[config.mk]
export PLATFORM = sky130hd
export DESIGN_NAME = floor_req_arbiter_flat
export DESIGN_NICKNAME = d
export VERILOG_FILES = /design/src/rtl/floor_req_arbiter_if.sv /design/src/rtl/floor_req_arbiter.sv /design/src/flat_wrapper.sv
export SDC_FILE = /design/constraint.sdc
export NUM_CORES = 1
export LEC_CHECK = 0
export ABC_AREA = 1
export ABC_CLOCK_PERIOD_IN_PS = 5100
export CAP_MARGIN = 15
export CORE_MARGIN = 1
export CORE_UTILIZATION = 25
export DETAILED_ROUTE_END_ITERATION = 10
export PLACE_DENSITY = 0.53
export SETUP_SLACK_MARGIN = 0.05
export SLEW_MARGIN = 5
export SYNTH_ARGS = -nofsm -noshare
export SYNTH_HDL_FRONTEND = slang
export SYNTH_SLANG_ARGS = --single-unit
[constraint.sdc]
create_clock -name clk -period 5.1 [get_ports clk]
set_input_delay 1.02 -clock clk [delete_from_list [all_inputs] [get_ports clk]]
set_output_delay 1.02 -clock clk [all_outputs]
set_load 0.005 [all_outputs]
[src/rtl/floor_req_arbiter_if.sv]
// Requester-side bundle for floor_req_arbiter: request handshake
// plus the shared response bus and busy flag.
interface floor_req_arbiter_if #(
    parameter int N_REQ = 4,
    parameter int IDW   = (N_REQ > 1) ? $clog2(N_REQ) : 1
);
    logic [N_REQ-1:0]    req_valid;
    logic [32*N_REQ-1:0] req_data;
    logic [N_REQ-1:0]    req_ready;
    logic [N_REQ-1:0]    resp_valid;
    logic [IDW-1:0]      resp_id;
    logic [31:0]         resp_data;
    logic                busy;

    modport master (
        output req_valid, req_data,
        input  req_ready, resp_valid, resp_id, resp_data, busy
    );

    modport slave (
        input  req_valid, req_data,
        output req_ready, resp_valid, resp_id, resp_data, busy
    );
endinterface

[src/rtl/floor_req_arbiter.sv]
// Round-robin arbiter sharing one floorf pipeline; a valid/id tag
// shift register follows each operand so results return to their issuer.
module floor_req_arbiter #(
    parameter int N_REQ   = 4,
    parameter int LATENCY = 2,
    parameter int IDW     = (N_REQ > 1) ? $clog2(N_REQ) : 1
) (
    input  logic               clk,
    input  logic               rst,
    floor_req_arbiter_if.slave bus,
    output logic [31:0]        floor_in,
    input  logic [31:0]        floor_out
);
    localparam logic [IDW:0]   NR   = (IDW+1)'(N_REQ);
    localparam logic [IDW-1:0] LAST = IDW'(N_REQ - 1);

    logic [IDW-1:0]            rr_q, rr_d;
    logic [N_REQ-1:0]          gnt;
    logic [IDW-1:0]            gnt_idx;
    logic [31:0]               gnt_data;
    logic                      found;
    logic                      acc;
    logic [IDW:0]              sum;
    logic [31:0]               floor_in_q, floor_in_d;
    logic [LATENCY:0]          tv_q, tv_d;
    logic [LATENCY:0][IDW-1:0] tid_q, tid_d;
    logic [N_REQ-1:0]          resp_valid_q, resp_valid_d;
    logic [IDW-1:0]            resp_id_q, resp_id_d;
    logic [31:0]               resp_data_q, resp_data_d;

    // Search rr, rr+1, ... modulo N_REQ; first valid requester wins.
    always_comb begin
        gnt      = '0;
        gnt_idx  = '0;
        gnt_data = '0;
        found    = 1'b0;
        sum      = '0;
        if (!rst) begin
            for (int k = 0; k < N_REQ; k++) begin
                sum = {1'b0, rr_q} + (IDW+1)'(k);
                if (sum >= NR) sum = sum - NR;
                if (!found && bus.req_valid[sum[IDW-1:0]]) begin
                    found   = 1'b1;
                    gnt_idx = sum[IDW-1:0];
                end
            end
            for (int i = 0; i < N_REQ; i++) begin
                if (found && gnt_idx == IDW'(i)) begin
                    gnt[i]   = 1'b1;
                    gnt_data = bus.req_data[32*i +: 32];
                end
            end
        end
    end

    always_comb begin
        acc  = |gnt;
        rr_d = rr_q;
        if (acc) rr_d = (gnt_idx == LAST) ? '0 : gnt_idx + 1'b1;
        floor_in_d = acc ? gnt_data : floor_in_q;
        tv_d  = {tv_q[LATENCY-1:0], acc};
        tid_d = {tid_q[LATENCY-1:0], gnt_idx};
        resp_valid_d = '0;
        for (int i = 0; i < N_REQ; i++) begin
            resp_valid_d[i] = tv_q[LATENCY] && (tid_q[LATENCY] == IDW'(i));
        end
        resp_id_d   = tid_q[LATENCY];
        // floorf has no valid; only capture when a tag says it is live.
        resp_data_d = tv_q[LATENCY] ? floor_out : resp_data_q;
    end

    always_ff @(posedge clk) begin
        if (rst) begin
            rr_q         <= '0;
            floor_in_q   <= '0;
            tv_q         <= '0;
            tid_q        <= '0;
            resp_valid_q <= '0;
            resp_id_q    <= '0;
            resp_data_q  <= '0;
        end else begin
            rr_q         <= rr_d;
            floor_in_q   <= floor_in_d;
            tv_q         <= tv_d;
            tid_q        <= tid_d;
            resp_valid_q <= resp_valid_d;
            resp_id_q    <= resp_id_d;
            resp_data_q  <= resp_data_d;
        end
    end

    assign bus.req_ready  = gnt;
    assign bus.resp_valid = resp_valid_q;
    assign bus.resp_id    = resp_id_q;
    assign bus.resp_data  = resp_data_q;
    assign bus.busy       = (|tv_q) || (|resp_valid_q);
    assign floor_in       = floor_in_q;
endmodule

[src/flat_wrapper.sv]
// flat-port wrapper written by rule: the top's interface ports become plain ports
module floor_req_arbiter_flat 
#(
    parameter int N_REQ   = 4,
    parameter int LATENCY = 2,
    parameter int IDW     = (N_REQ > 1) ? $clog2(N_REQ) : 1
)
  (clk, rst, floor_in, floor_out, bus_req_valid, bus_req_data, bus_req_ready, bus_resp_valid, bus_resp_id, bus_resp_data, bus_busy);
  floor_req_arbiter_if #(.N_REQ(N_REQ), .IDW(IDW)) bus_i ();
  input  logic clk;
  input  logic rst;
  output logic [31:0] floor_in;
  input  logic [31:0] floor_out;
  input wire logic [$bits(bus_i.req_valid)-1:0] bus_req_valid;
  input wire logic [$bits(bus_i.req_data)-1:0] bus_req_data;
  output wire logic [$bits(bus_i.req_ready)-1:0] bus_req_ready;
  output wire logic [$bits(bus_i.resp_valid)-1:0] bus_resp_valid;
  output wire logic [$bits(bus_i.resp_id)-1:0] bus_resp_id;
  output wire logic [$bits(bus_i.resp_data)-1:0] bus_resp_data;
  output wire logic [$bits(bus_i.busy)-1:0] bus_busy;
  assign bus_i.req_valid = bus_req_valid;
  assign bus_i.req_data = bus_req_data;
  assign bus_req_ready = bus_i.req_ready;
  assign bus_resp_valid = bus_i.resp_valid;
  assign bus_resp_id = bus_i.resp_id;
  assign bus_resp_data = bus_i.resp_data;
  assign bus_busy = bus_i.busy;
  floor_req_arbiter #(.N_REQ(N_REQ), .LATENCY(LATENCY), .IDW(IDW)) u_core (.clk(clk), .rst(rst), .bus(bus_i), .floor_in(floor_in), .floor_out(floor_out));
endmodule
== Word-level counts from Yosys, hierarchy flattened ==
Index checks and enable logic that the tools add are counted.
Storage, ports and cells
  output and inout bits: 75
  bits in latches: 0
  bits in read-only memories: 0
  RAM bits: 0
  flip-flop bits (word level): 81
  memories: 0
  input bits: 166
Cells by class
  muxes and demuxes: 40
  magnitude comparators: 8
  div/mod/pow operators: 0
  $mul: 0
  reduce and logical (&&, ||, !) cells: 20
  add/subtract/negate cells: 8
  shift operators: 0
  bitwise logic cells: 0
  equality and inequality tests: 7
Operators with widths (number)
  32-bit 2-to-1 mux: 4
  2-bit 2-to-1 mux: 15
  1-bit 2-to-1 mux: 16
  2-bit by 3-bit < comparator with 1-bit output, second input constant: 4
  1-bit logical AND: 11
  2-bit equality test, second input constant: 5
  3-bit greater-or-equal comparator, second input constant: 3
  1-bit binary-select mux with 2-bit select: 4
  4-bit OR reduction: 2
  2-bit by 1-bit subtractor with 2-bit output, second input constant: 4
  2-bit by 2-bit adder with 3-bit output, second input constant: 2
  2-bit by 1-bit equality test with 1-bit output, second input constant: 2
  2-bit zero test: 2
  4-bit 2-to-1 mux: 1
  2-bit by 1-bit adder with 3-bit output, second input constant: 1
  2-bit by 3-bit greater-or-equal comparator with 1-bit output, second input constant: 1
  1-bit zero test: 3
  3-bit OR reduction: 1
  2-bit by 1-bit adder with 2-bit output, second input constant: 1
  1-bit logical OR: 1

== Logic depth before layout (Yosys ltp) ==
  word-level depth: 25
  mapped depth: 17

== Worst setup path after synthesis ==
No wires, ideal clock.
  path kind: input to output
  start: in bus_req_valid[1]
  end: out bus_req_ready[2]
  data required time: 4.080 ns
  stages: 13
  data arrival time: 2.224 ns
  setup slack: 1.856 ns
  cells stage by stage: inv_1 -> nand2_1 -> nand3_1 -> nand2_2 -> nor2_2 -> nand3_1 -> nand2_1 -> nand2_4 -> buf_6 -> buf_8 -> inv_2 -> nand2_1 -> nor2_1
On the way
  longest elaborated chain between the ends: 20
  elaborated cells on any way between the ends: 31
  classes of those cells: 1 x eq/ne; 23 x mux; 7 x reduce/logical
RTL lines
  start, declared: RTL line flat_wrapper.sv:14  | input wire logic [$bits(bus_i.req_valid)-1:0] bus_req_valid;
  1-bit binary-select mux with 2-bit select: RTL line floor_req_arbiter.sv:42  | if (!found && bus.req_valid[sum[IDW-1:0]]) begin
  1-bit 2-to-1 mux (not written as such): RTL line floor_req_arbiter.sv:42
  1-bit 2-to-1 mux: RTL line floor_req_arbiter.sv:42
  1-bit 2-to-1 mux: RTL line floor_req_arbiter.sv:38  | if (!rst) begin
  1-bit zero test: RTL line floor_req_arbiter.sv:42
  1-bit logical AND: RTL line floor_req_arbiter.sv:42
  1-bit 2-to-1 mux: RTL line floor_req_arbiter.sv:42
  1-bit 2-to-1 mux: RTL line floor_req_arbiter.sv:38
  [4 not listed]
  1-bit zero test: RTL line floor_req_arbiter.sv:42
  1-bit logical AND: RTL line floor_req_arbiter.sv:42
  2-bit 2-to-1 mux: RTL line floor_req_arbiter.sv:42
  2-bit 2-to-1 mux: RTL line floor_req_arbiter.sv:38
  2-bit equality test: RTL line floor_req_arbiter.sv:48  | if (found && gnt_idx == IDW'(i)) begin
  1-bit logical AND *: RTL line floor_req_arbiter.sv:48
  1-bit 2-to-1 mux *: RTL line floor_req_arbiter.sv:48
  4-bit 2-to-1 mux *: RTL line floor_req_arbiter.sv:38
  end, declared: RTL line flat_wrapper.sv:16  | output wire logic [$bits(bus_i.req_ready)-1:0] bus_req_ready;
Mark *: on every way between the ends. The rest lies on a longest branch, timed or not. The select of a mux whose other input is x is not followed.

== Final worst setup path ==
  start: in bus_req_valid[1]
  end: out bus_req_ready[3]
The elaborated chain is that of the path after synthesis.

==> qor.json <==
{
  "grt": {
    "global_route.usage.total_pct": 17.1,
    "grt_max_degree": 95,
    "grt_pass1_vias": 4670,
    "global_route_met2_usage_pct": 28.1,
    "globalRouteMet3Util_pct": 6.76,
    "grt_first_pass_wirelength_mm": 24.0,
    "met1_usage_pct": 20.3,
    "overflow": 0,
    "global_route.peak_usage_layer": "met2",
    "grt_antenna_before_repair": 0
  },
  "synth": {
    "synth_seq_area_share_pct": 36.7,
    "mappedNetlistNets": 857,
    "syn_area_sq_um": 4420,
    "post_synth_inst_count": 691,
    "synth_warnings": 0,
    "synth_cell_type_count": 26,
    "number_of_flip_flops_and_latches_in_the_synthesized_netlist": 81,
    "syn_area_cell_sq_um": 6.39
  },
  "cells_and_area": {
    "layout.cells.non_filler": 1131,
    "n_antenna_cell": 0,
    "layout-drive-gt1-share_pct": 5.52,
    "layout_commonest_cell": "sky130_fd_sc_hd__clkdlybuf4s50_1",
    "nNetsFinal": 1067,
    "areaGrowthSynthToFinish_pct": 62.1,
    "multi_input_area_sq_um": 2170,
    "final_cell_mix": "239 x sky130_fd_sc_hd__clkdlybuf4s50_1, 143 x sky130_fd_sc_hd__nand2_1, 134 x sky130_fd_sc_hd__nand3_1",
    "layout.area.seq_sq_um": 1620,
    "filler_cell_count": 1878
  },
  "clock_tree": {
    "clk_root_buffer_cell": "sky130_fd_sc_hd__clkbuf_16",
    "worst_skew_pair.late_latency_ns": 0.34,
    "post_cts_buffers": 0,
    "cts_inserted_buffers": 9,
    "clk_pin_slew_ns": 0.06,
    "cts_hold_buf": 0,
    "number_of_levels_in_the_clock_h_tree": 3,
    "clk_path_buf_depth": 2,
    "cts-resized-gates": 0,
    "clock-sinks": 81,
    "tritoncts_clock_tree": "yes"
  },
  "floorplan": {
    "io_pins": 241,
    "die_width_microns": 135,
    "floorplan.initialDensity_pct": 25.5,
    "fp.dieArea_sq_um": 18200,
    "fp.dieH_microns": 135,
    "placementRows": 48,
    "core_sq_um": 17300
  },
  "worst_setup_path": {
    "cpPeakStageDelay_ns": 0.59,
    "critPathArrivalTime_ns": 3.12,
    "timing.critical_path.from_type": "primary input",
    "worst-endpoint-required_ns": 4.08,
    "reg2reg_from": "u_core.rr_q[0]",
    "r2r.worst_path.cells": 15,
    "worst_r2r_endpoint": "u_core.floor_in[14]",
    "criticalPathCategory": "in -> out",
    "timing.critical_path.cells": "clkdlybuf4s50_1 -> inv_1 -> nand2_1 -> nand3_1 -> nand2_2 -> nor2_2 -> nand3_1 -> nand2_1 -> nand2_4 -> inv_2 -> nor3_1 -> clkdlybuf4s50_1",
    "rrSetupSlack_ns": 2.25,
    "critical_path_peak_fanout": 6,
    "crit_path_end_kind": "output port",
    "critical_path.slowest_cell": "sky130_fd_sc_hd__clkdlybuf4s50_1"
  },
  "power_and_ir_drop": {
    "total_leakage_power_nw": 3.11,
    "power.ir.vdd_worst_mv": 0.439,
    "switching_power_total_w": 0.00187,
    "power_report.internal_total_w": 0.00215,
    "p_seq_share_pct": 22.5,
    "power_switching_share_pct": 46.5,
    "powerDensity_nw_per_um2": 561,
    "power.share.clock_pct": 16.6,
    "power.share.combinational_pct": 60.8
  },
  "min_path": {
    "hp-class": "reg -> reg",
    "min_delay_worst_endpoint": "u_core.tid_d[5]",
    "worstHoldStart": "u_core.tid_d[3]",
    "worst_hold_path_stage_count": 2
  },
  "detailed_routing": {
    "detailedRoute.firstIterationViolations": 178,
    "routed_wirelength_mm": 15.5,
    "wire_per_inst_microns": 13.7,
    "route.vias.total": 5012,
    "drt_pre_antenna_iters": 6,
    "viasPerCell": 4.43,
    "post_drt_antenna_nets": 0,
    "post-route-drc-count": 0
  },
  "sta": {
    "worst_pin_slew_ns": 0.943,
    "layout_worst_path_cycle_share_pct": 81.2,
    "timing.fmax_mhz": 241,
    "tns_ns": 0,
    "slew_viol_final": 0,
    "final_hold_viol_count": 0,
    "period_minus_slack_ns": 4.14,
    "max_slew_margin_pct": 37.2,
    "unrepaired_setup_endpoints_after_global_routing": "no",
    "skew_ns": 0.00679,
    "setup_viol": 0
  },
  "placed_design": {
    "finalWeightedCongestion": 0.829,
    "place_inst": 1115,
    "port-buffer-count": 240,
    "detailedPlacementHpwl_mm": 11.2
  },
  "outcome": {
    "status": "complete, no violations"
  },
  "job": {
    "max-cap-violations": 0
  }
}
flip-flops by register name, summed over array words and instances, names as in the netlist:
register               count
u_core.bus.resp_data      32
u_core.floor_in           32
u_core.rr_q                2
u_core.bus.resp_id         2
u_core.bus.resp_valid      4
u_core.tid_d               4
u_core.tv_q                3
u_core.resp_id_d           2
per-stage QoR:
stage	worst slack (ns)	power (W)	utilization (%)	cell area, sq um	hold WS (ns)
after floorplan	1.86	0.00267	-	4420	0.388
after global placement	0.997	0.00342	39.6	6860	0.391
after detailed placement	0.977	0.00342	39.6	6860	0.395
after CTS	0.972	0.00411	41.4	7160	0.403
after global routing	0.784	0.00441	41.4	7160	0.417
final	0.957	0.00402	41.4	7160	0.403
cell usage after synthesis:
| library cell | count | area, sq um |
|---|---|---|
| sky130_fd_sc_hd__a21oi_2 | 4 | 35.0 |
| sky130_fd_sc_hd__nand2_2 | 3 | 18.8 |
| sky130_fd_sc_hd__inv_2 | 10 | 37.5 |
| sky130_fd_sc_hd__buf_4 | 5 | 37.5 |
| sky130_fd_sc_hd__clkbuf_1 | 18 | 67.6 |
| sky130_fd_sc_hd__a211oi_1 | 1 | 7.51 |
| sky130_fd_sc_hd__a31oi_1 | 1 | 6.26 |
| sky130_fd_sc_hd__nor2_4 | 2 | 22.5 |
| sky130_fd_sc_hd__nor4_1 | 5 | 31.3 |
| sky130_fd_sc_hd__o21ai_1 | 16 | 80.1 |
| sky130_fd_sc_hd__o21ai_0 | 50 | 250 |
| sky130_fd_sc_hd__buf_8 | 1 | 15.0 |
| sky130_fd_sc_hd__nand3_1 | 134 | 671 |
| sky130_fd_sc_hd__buf_2 | 15 | 75.1 |
| sky130_fd_sc_hd__nand2_1 | 143 | 537 |
| sky130_fd_sc_hd__inv_1 | 76 | 285 |
| sky130_fd_sc_hd__a21oi_1 | 28 | 140 |
| sky130_fd_sc_hd__nand2_4 | 1 | 11.3 |
| sky130_fd_sc_hd__dfxtp_1 | 81 | 1620 |
| sky130_fd_sc_hd__nor3_1 | 2 | 10.0 |
| sky130_fd_sc_hd__nor2_2 | 2 | 12.5 |
| sky130_fd_sc_hd__nand4_1 | 1 | 6.26 |
| sky130_fd_sc_hd__clkbuf_2 | 1 | 5.00 |
| sky130_fd_sc_hd__buf_6 | 9 | 101 |
| sky130_fd_sc_hd__nand3_2 | 4 | 40.0 |
| sky130_fd_sc_hd__nor2_1 | 78 | 293 |
worst max path at each step:
stage | from | to | slack [ns] | cells past startpoint
after floorplan | bus_req_valid[1] | bus_req_ready[2] | 1.86 | 13
after global placement | bus_req_valid[1] | bus_req_ready[2] | 1.0 | 13
after detailed placement | bus_req_valid[1] | bus_req_ready[3] | 0.98 | 12
after CTS | bus_req_valid[1] | bus_req_ready[3] | 0.97 | 12
after global routing | bus_req_valid[2] | bus_req_ready[3] | 0.78 | 14
final | bus_req_valid[1] | bus_req_ready[3] | 0.96 | 12
power groups by stage:
stage	Combinational, W	Sequential [W]	Clock [W]
after floorplan	0.00175	0.000917	0
after global placement	0.00250	0.000916	0
after detailed placement	0.00250	0.000920	0
after CTS	0.00251	0.000908	0.000695
after global routing	0.00275	0.000931	0.000725
final	0.00244	0.000905	0.000668
layer usage:
metal	up-vias	share of wire, %
li1	2628	-
met1	2172	43
met2	199	45
met3	13	11
met4	0	1.3
met5	-	0
logic make-up (layout without fill, tap and decap cells):
kind of cell	after synthesis	count (layout)	share of synthesized area, %
AOI/OAI and AO/OA	100	100	11.8
buffers and inverters	135	350	14.1
DFF	81	81	36.7
and+or+nand+nor	375	375	37.4
final cells by class:
type                       count  area share (%)
tap                          225            3.93
clock buffer                  11            3.39
sequential                    81            22.6
inverter                      86            4.51
multi-input combinational    475            30.3
timing repair buffer         248            34.3
clock inverter                 5           0.874
critical path: cells and delay by family:
family	cells	cell delay [ns]
buffers and inverters	4	1.18
AND/OR/NAND/NOR	8	0.93
No activity file was read; power rests on OpenSTA's default activity.
==> RTL change, RTL diff (config.mk and constraints unchanged) <==
`resp_data_q` no longer has a reset.
--- a/src/rtl/floor_req_arbiter.sv
+++ b/src/rtl/floor_req_arbiter.sv
@@ -78,5 +78,4 @@
             resp_valid_q <= '0;
             resp_id_q    <= '0;
-            resp_data_q  <= '0;
         end else begin
             rr_q         <= rr_d;
@@ -86,6 +85,9 @@
             resp_valid_q <= resp_valid_d;
             resp_id_q    <= resp_id_d;
-            resp_data_q  <= resp_data_d;
         end
+    end
+
+    always_ff @(posedge clk) begin
+        resp_data_q <= resp_data_d;
     end
 
Function: differs if rst is asserted again (counterexample within 10 cycles, from zero or initial values and one cycle with rst high); with rst held inactive, the same outputs for 10 cycles.
==> RTL change against the original RTL <==
Combinational power fell by 3%. Total power fell by 1.6%. Cell area shrank 1.4%. Sequential share of layout area is 4.9 points higher. Synthesized area is 3.1% lower. Hold slack got worse by 0.00093 ns. Worst setup slack improved by 0.090 ns. Critical endpoint is now bus_req_ready[2]. Critical path depth is 1 higher. Sequential cell count did not move. Routed wire length decreased by 6.8%.
==> RTL change: results <==
metrics = {
    "min_path": {
        "holdPathEnd": "u_core.resp_id_d[1]",
    },
    "grt": {
        "gr-usage-all-layers": 0.1667,
        "grt_pass1_wl_um": 22630,
    },
    "route": {
        "met1_length_um": 6146,
        "wl_per_cell_um": 14.06,
        "routed-wl-met2_um": 6494,
        "drt_iter0_markers": 150,
        "first_pass_iters": 4,
    },
    "setup_path": {
        "r2r_setup_slack_ns": 2.15,
        "max_stage_delay_ns": 0.50,
        "arrival_ns": 3.03,
        "crit_fanout": 3,
    },
    "sta": {
        "clock_skew_ns": 0.008455,
        "max_freq_ghz": 0.2468,
    },
    "synthesis": {
        "yosysSeqAreaShare": 0.4535,
        "syn_area_um2": 4282,
        "synth_common_cells": "140 x nand2_1, 136 x nand3_1, 77 x inv_1",
        "synth-edff-count": 32,
    },
    "power": {
        "leakage_uw": 0.002956,
        "vdd_drop_max_v": 0.0005051,
    },
    "finish": {
        "register_area_um2": 1942,
        "nonClockBufferCount": 247,
        "nMultiInputCombCells": 379,
        "drive_gt1_frac": 0.05562,
        "multi_input_area_share": 0.2485,
        "buffer_area_frac": 0.3499,
        "fin_nets": 970,
    },
    "place": {
        "hpwl_um": 10620,
        "dp.cells": 1012,
        "dpl_worst_slack_ns": 1.059,
    },
    "status": {
        "run_status": "complete, no violations",
    },
}
## RTL change: changes by cell type in the layout (fill, tap and decap cells not counted), sizes merged
| cell | unedited run | this run |
|---|---|---|
| edfxtp | 0 | 32 |
| o21ai | 66 | 34 |
| clkbuf | 11 | 9 |
| clkinvlp | 2 | 0 |
| clkinv | 1 | 5 |
| dfxtp | 81 | 49 |
| buf | 9 | 8 |
| nor2 | 82 | 18 |
## RTL change: cell families after synthesis
logic type	count (synthesis)	share of synthesized area
compound gates	68	0.08036
simple gates	311	0.3293
flops	81	0.4535
buf+inv	126	0.1368
## RTL change: routing by layer
layer / track usage / up-vias
met3: 0.06130 / 17
li1: - / 2339
met5: 0 / -
met1: 0.1986 / 2012
met4: 0.06066 / 0
met2: 0.2734 / 212
## RTL change: power breakdown
group | switching, µW | internal, µW
clock | 266 | 379
combinational | 1450 | 913
sequential | 97.7 | 843
total | 1820 | 2140
